[src/rtl/logic_serial_arbiter.sv]
// -----------------------------------------------------------------------------
// logic_serial_arbiter
//
// Shares one 1-bit logic unit between two requesters. A round-robin arbiter
// picks a requester, the winner's W-bit operands are latched and pushed through
// the logic unit one bit per cycle (LSB first), and the assembled W-bit result
// is returned on a valid/ready channel tagged with the requester ID.
//
// Ports:
//   clk           system clock, rising edge
//   reset         asynchronous, active-low reset
//   reqN_valid    requester N has an operation pending
//   reqN_ready    requester N is granted (combinational, only in IDLE)
//   reqN_a/b      requester N operands (W bits)
//   reqN_control  requester N op: 0=AND, 1=OR, 2=NOR, 3=XOR
//   result_valid  result/result_id are valid
//   result_ready  consumer accepts the result
//   result        W-bit result, bit i = f(A[i], B[i])
//   result_id     requester that produced the result
// -----------------------------------------------------------------------------
module logic_serial_arbiter #(
    parameter int W = 4
) (
    input  logic         clk,
    input  logic         reset,
    input  logic         req0_valid,
    output logic         req0_ready,
    input  logic [W-1:0] req0_a,
    input  logic [W-1:0] req0_b,
    input  logic [1:0]   req0_control,
    input  logic         req1_valid,
    output logic         req1_ready,
    input  logic [W-1:0] req1_a,
    input  logic [W-1:0] req1_b,
    input  logic [1:0]   req1_control,
    output logic         result_valid,
    input  logic         result_ready,
    output logic [W-1:0] result,
    output logic         result_id
);

    typedef enum logic [1:0] {
        IDLE = 2'd0,
        RUN  = 2'd1,
        DONE = 2'd2
    } state_t;

    localparam int CW = $clog2(W) + 1;

    state_t         state;
    logic           last_grant;
    logic [W-1:0]   a_sh;
    logic [W-1:0]   b_sh;
    logic [W-1:0]   acc;
    logic [1:0]     ctl;
    logic [CW-1:0]  cnt;

    logic           any_valid;
    logic           grant;
    logic           handshake;
    logic           bit_out;
    logic [W-1:0]   acc_next;

    // Grant depends only on the present valids; nothing about a withdrawn
    // request is remembered.
    always_comb begin
        // NOTE: every combinational output gets a default first so no path
        // leaves it unassigned and no latch is inferred.
        any_valid = req0_valid | req1_valid;
        grant     = 1'b0;
        if (req0_valid && req1_valid)
            grant = ~last_grant;
        else
            grant = req1_valid;
    end

    always_comb begin
        req0_ready = 1'b0;
        req1_ready = 1'b0;
        if (state == IDLE && any_valid) begin
            req0_ready = ~grant;
            req1_ready = grant;
        end
    end

    assign handshake = (req0_valid && req0_ready) || (req1_valid && req1_ready);

    // One-bit logic unit plus the accumulator shift: the new bit enters at the
    // MSB so that after W shifts the first computed bit sits at bit 0.
    always_comb begin
        bit_out = 1'b0;
        case (ctl)
            2'd0:    bit_out = a_sh[0] & b_sh[0];
            2'd1:    bit_out = a_sh[0] | b_sh[0];
            2'd2:    bit_out = ~(a_sh[0] | b_sh[0]);
            default: bit_out = a_sh[0] ^ b_sh[0];
        endcase
        acc_next        = acc >> 1;
        acc_next[W-1]   = bit_out;
    end

    // NOTE: sequential state uses non-blocking assignments so every register
    // samples pre-edge values regardless of statement order.
    always_ff @(posedge clk or negedge reset) begin
        if (!reset) begin
            state        <= IDLE;
            last_grant   <= 1'b1;
            a_sh         <= '0;
            b_sh         <= '0;
            acc          <= '0;
            ctl          <= 2'd0;
            cnt          <= '0;
            result       <= '0;
            result_id    <= 1'b0;
            result_valid <= 1'b0;
        end else begin
            case (state)
                IDLE: begin
                    if (handshake) begin
                        a_sh       <= grant ? req1_a       : req0_a;
                        b_sh       <= grant ? req1_b       : req0_b;
                        ctl        <= grant ? req1_control : req0_control;
                        result_id  <= grant;
                        last_grant <= grant;
                        acc        <= '0;
                        cnt        <= '0;
                        state      <= RUN;
                    end
                end
                RUN: begin
                    a_sh <= a_sh >> 1;
                    b_sh <= b_sh >> 1;
                    acc  <= acc_next;
                    cnt  <= cnt + CW'(1);
                    if (cnt == CW'(W - 1)) begin
                        result       <= acc_next;
                        result_valid <= 1'b1;
                        state        <= DONE;
                    end
                end
                DONE: begin
                    // No grant on the consume edge; the next handshake can
                    // only happen once IDLE has been re-entered.
                    if (result_ready) begin
                        result_valid <= 1'b0;
                        state        <= IDLE;
                    end
                end
                default: state <= IDLE;
            endcase
        end
    end

endmodule

[config.mk]
export PLATFORM = sky130hd
export DESIGN_NAME = logic_serial_arbiter
export DESIGN_NICKNAME = d
export VERILOG_FILES = /design/src/rtl/logic_serial_arbiter.sv
export SDC_FILE = /design/constraint.sdc
export NUM_CORES = 1
export LEC_CHECK = 0
export ABC_AREA = 1
export CAP_MARGIN = 20
export CORE_ASPECT_RATIO = 0.9
export CORE_UTILIZATION = 52
export DETAILED_ROUTE_END_ITERATION = 16
export PLACE_DENSITY = 0.85
export REMOVE_ABC_BUFFERS = 1
export SLEW_MARGIN = 20
export SYNTH_ARGS = -nofsm -noshare
export SYNTH_HDL_FRONTEND = slang
export SYNTH_SLANG_ARGS = --single-unit
export TNS_END_PERCENT = 50
[constraint.sdc]
create_clock -name clk -period 2.7 [get_ports clk]
set_clock_uncertainty 0.05 [all_clocks]
set_input_delay 0.27 -clock clk [delete_from_list [all_inputs] [get_ports clk]]
set_output_delay 0.27 -clock clk [all_outputs]
set_load 0.02 [all_outputs]
## Word level (Yosys, flattened, before mapping)

Cells that the tools add are included.

| word-level totals | value |
|---|---|
| flip-flop bits (word level) | 26 |
| logic and storage cells | 62 |

| operators by class | value |
|---|---|
| bitwise gates (word level) | 7 |
| multiplexer cells | 22 |
| equal/unequal tests | 8 |
| reduce and logical (&&, ||, !) cells | 14 |
| $add $sub $neg | 1 |

Operator list:

| operator | count |
|---|---|
| $pmux 4 s2 | 3 |
| $mux 4 | 5 |
| $mux 2 | 4 |
| $ne 2x2->1 const B | 3 |
| $pmux 2 s3 | 1 |
| $pmux 3 s2 | 1 |
| $reduce_and 2->1 | 3 |
| $reduce_and 3->1 | 2 |
| $mux 1 | 5 |
| $eq 2x1->1 const B | 2 |
| $eq 2x2->1 const B | 2 |
| $logic_and 1x1->1 | 4 |
| $logic_not 2->1 | 2 |
| $reduce_bool 2->1 | 2 |
| $add 3x1->3 const B | 1 |
| $eq 3x2->1 const B | 1 |
| $mux 3 | 1 |
| $not 1->1 | 3 |
| $pmux 1 s3 | 1 |
| $or 1x1->1 | 2 |
| $pmux 1 s2 | 1 |
| $and 1x1->1 | 1 |
| $logic_or 1x1->1 | 1 |
| $xor 1x1->1 | 1 |

## Depth between registers and ports, before layout

| logic depth | value |
|---|---|
| depth after elaboration | 8 |
| gate-level depth with buffers | 7 |
| depth with buffers taken out | 7 |

## Worst setup path before layout

OpenSTA, ideal clock, no wires.

| timing path | value |
|---|---|
| path type | register to output |
| from | register last_grant |
| to | output req0_ready |
| required time | 2.380 ns |
| setup slack | 1.195 ns |
| cell stages (with the launch flop) | 6 |
| arrival | 1.185 ns |
| cells stage by stage | dfstp_2 -> nand2_2 -> nand2_2 -> buf_4 -> inv_2 -> nor2_1 |

| between the ends | value |
|---|---|
| word-level cells in the longest chain between the ends | 4 |

Ends and longest elaborated chain:

| element | RTL line | RTL |
|---|---|---|
| from (decl) | 51 | `logic last_grant;` |
| from (signal assigned) | 124 | `last_grant <= grant;` |
| $not 1->1 | 72 | `grant = ~last_grant;` |
| $mux 1 | 71 | `if (req0_valid && req1_valid)` |
| $not 1->1 | 81 | `req0_ready = ~grant;` |
| $mux 1 | 80 | `if (state == IDLE && any_valid) begin` |
| to (decl) | 27 | `output logic req0_ready,` |

Every way passes these cells.

## Final worst setup path

| timing path | value |
|---|---|
| from | input req1_valid |
| to | output req0_ready |

| between the ends | value |
|---|---|
| word-level cells in the longest chain between the ends | 4 |

Ends and longest elaborated chain:

| element | RTL line | RTL |
|---|---|---|
| from (decl) | 31 | `input logic req1_valid,` |
| $logic_and 1x1->1 | 71 |  |
| $mux 1 | 71 |  |
| $not 1->1 | 81 |  |
| $mux 1 (*) | 80 |  |

Mark *: on every way between the ends. The rest lies on a longest branch, timed or not.

==> results.json <==
{
  "grtUsageMet3": 0.0499,
  "yosysTopAreaCellShare": 0.452,
  "drive_gt1_frac": 0.0777,
  "placed_cells": 229,
  "fillerInstances": 196,
  "report.final.slew_viol_count": 0,
  "dieArea_um2": 2760,
  "fmax_mhz": 409,
  "initial_core_util": 0.582,
  "synth_most_common_cell": "nand2_1",
  "synth_area_leaders": "dfrtp_1 (45%), nand2_1 (14%), nand3_1 (12%)",
  "yosys.area.top_type": "dfrtp_1",
  "setup_viol": 0,
  "worstPathMaxFanout": 13,
  "first_global_vias": 1246,
  "fp.dieH_um": 49.9,
  "yosys_register_bits": 25,
  "fp.dieW_um": 55.3,
  "fin_crit_ns": 2.45,
  "rsz0062_at_grt": "false",
  "core_area_um2": 2280,
  "grt_max_degree": 26,
  "hold_viol_final": 0,
  "yosys.area_share.adder": 0.0377,
  "via_per_inst": 5.10,
  "synth_top_family_by_area": "simple AND/OR/NAND/NOR gates",
  "postRouteAntennaNets": 0,
  "worstSetupPathType": "in -> out",
  "drv_cap": 0,
  "async_reset_ff_frac": 1.00,
  "clock-sinks": 25,
  "syn_inst": 173,
  "grt_overflow": 0,
  "ctsLongestPathBuffers": 2,
  "synthSimpleGateAreaFrac": 0.339,
  "grt_usage": 0.229,
  "arrival_ns": 2.13,
  "vias": 1188,
  "grt.busiest_layer": "met2",
  "cts_made_buffers": 3,
  "ys_warn_count": 0,
  "syn_to_final_growth_pct": 27.1,
  "ys_types": 19,
  "synth.mux.area_fraction": 0,
  "root_buffer": "clkbuf_4",
  "ios": 33,
  "syn_avg_cell_area_um2": 7.67,
  "timing.hold.ws_ns": 0.240,
  "min_path_type": "in -> async",
  "worstSetupStartpointType": "input port",
  "post_cts_buffers": 0,
  "io_buffers": 32,
  "post-route-util": 0.740,
  "status": "complete, no violations",
  "relSlewSlack": 0.718,
  "fin_cells": 233,
  "synth_edf_count": 0,
  "wl_per_cell_um": 12.1,
  "p_leak_nw": 0.883,
  "power.density_nw_per_um2": 1000,
  "finalSetupTns_ns": 0,
  "htreeDepth": 1,
  "synth.top_cells.by_count": "nand2_1 (50), nand3_1 (31), inv_1 (29)",
  "cts_tree": "built",
  "syn-cell-area_um2": 1330,
  "drc": 0,
  "place.gp.congestion": 0.769,
  "rows": 16,
  "power.share.clock": 0.098,
  "ys.flop_type": "dfrtp_1",
  "path_clk_slew_ns": 0.14,
  "period_share": 0.906,
  "antenna_found_initial": 0,
  "p_sw_frac": 0.437,
  "met2_usage": 0.438,
  "worstSkewPairLatency_ns": 0.32,
  "use_met1": 0.256,
  "grt_pass1_wl_mm": 5.02,
  "synth-compound-area-share": 0.0396,
  "ir_drop_uv": 784,
  "worst_pin_slew_ns": 0.421,
  "cts_hold_buffers": 0,
  "diodes": 0,
  "dp_hpwl_mm": 2.19,
  "net-switching-power_w": 0.000740,
  "seq_area_frac_synth": 0.472,
  "firstDrtPassIters": 4,
  "routed_wl_mm": 2.82,
  "drt_iter0_drc": 32,
  "pwr-share-comb": 0.504,
  "internal_power_w": 0.000953,
  "nets": 236,
  "cts_resized": 0,
  "worstPathRequired_ns": 2.38,
  "endpoint_kind": "primary output",
  "seqPwrFrac": 0.398,
  "synth_xor_area_frac": 0
}
-- stage by stage --
step | cell area, um^2 | worst slack, ns | total power (W)
3_3_place_gp | 1660 | 0.347 | 0.00149
4_1_cts | 1690 | 0.260 | 0.00170
2_1_floorplan | 1300 | 1.24 | 0.00123
6_report | 1690 | 0.253 | 0.00169
3_5_place_dp | 1660 | 0.263 | 0.00154
5_1_grt | 1690 | 0.153 | 0.00185
-- path summary, 6_finish.rpt --
kind / startpoint / slack [ns] / depth (start not counted) / to
worst max-delay path: req1_valid / 0.25 / 6 / req0_ready
worst min-delay path: reset / 0.24 / 2 / ctl[0]$_DFFE_PN0P_
worst max register to register: state[1]$_DFFE_PN0P_ / 1.25 / 6 / acc[3]$_DFFE_PN0P_
worst min register to register: b_sh[3]$_DFFE_PN0P_ / 0.44 / 2 / b_sh[3]$_DFFE_PN0P_
max in group asynchronous: reset / 2.07 / 2 / last_grant$_DFFE_PN1P_
min in group clk: b_sh[3]$_DFFE_PN0P_ / 0.44 / 2 / b_sh[3]$_DFFE_PN0P_
-- layer usage --
layer	wire (um)	vias to the layer above	part of all wire
li1	-	602	-
met1	1210	539	0.43
met2	1440	43	0.51
met3	150	4	0.053
met4	19	0	0.0067
met5	0	-	0
-- sequential cells by signal, indices dropped and copies added (netlist names) --
register / count
b_sh: 4
a_sh: 4
state: 2
result_id: 1
result: 4
ctl: 2
last_grant: 1
result_valid: 1
cnt: 3
acc: 3
-- placed cells by master (no fill, tap or decap), types with 3 or more instances in the layout --
| cell | count |
|---|---|
| o21ai_0 | 5 |
| nand2_1 | 50 |
| o21ai_1 | 3 |
| nand3b_1 | 3 |
| nand3_1 | 31 |
| clkdlybuf4s50_1 | 32 |
| nand2_2 | 5 |
| ha_1 | 4 |
| dfrtp_1 | 24 |
| inv_1 | 29 |
| nor2_1 | 5 |
| inv_2 | 3 |
| clkbuf_4 | 3 |
-- power groups by stage --
stage                     clock, W  sequential, W  combinational [W]
after floorplan                  0       0.000704           0.000526
after global placement           0       0.000665           0.000821
after detailed placement         0       0.000680           0.000857
after CTS                 0.000166       0.000671           0.000860
after global routing      0.000182       0.000696           0.000971
final                     0.000167       0.000674           0.000853
-- worst max-delay path: stages --
cell	delay [ns]
clkdlybuf4s50_1	0.73
inv_1	0.10
nand2_1	0.09
nand2_2	0.16
nor2_1	0.16
clkdlybuf4s50_1	0.63
-- cell type report --
type,instances,area [um^2],area share
clock buffer,4,26.3,0.0156
timing repair buffer,33,328,0.194
sequential,25,627,0.371
multi-input combinational,112,553,0.328
inverter,32,120,0.0712
tap,27,33.8,0.0200
-- cells by family after synthesis --
| kind of cell | Yosys count |
|---|---|
| AND/OR/NAND/NOR | 98 |
| adder cells (fa/ha/maj) | 4 |
| AO/OA/AOI/OAI | 10 |
| flip-flops | 25 |
| buffers and inverters | 36 |
Note: power is estimated with default switching activity, not from simulation.
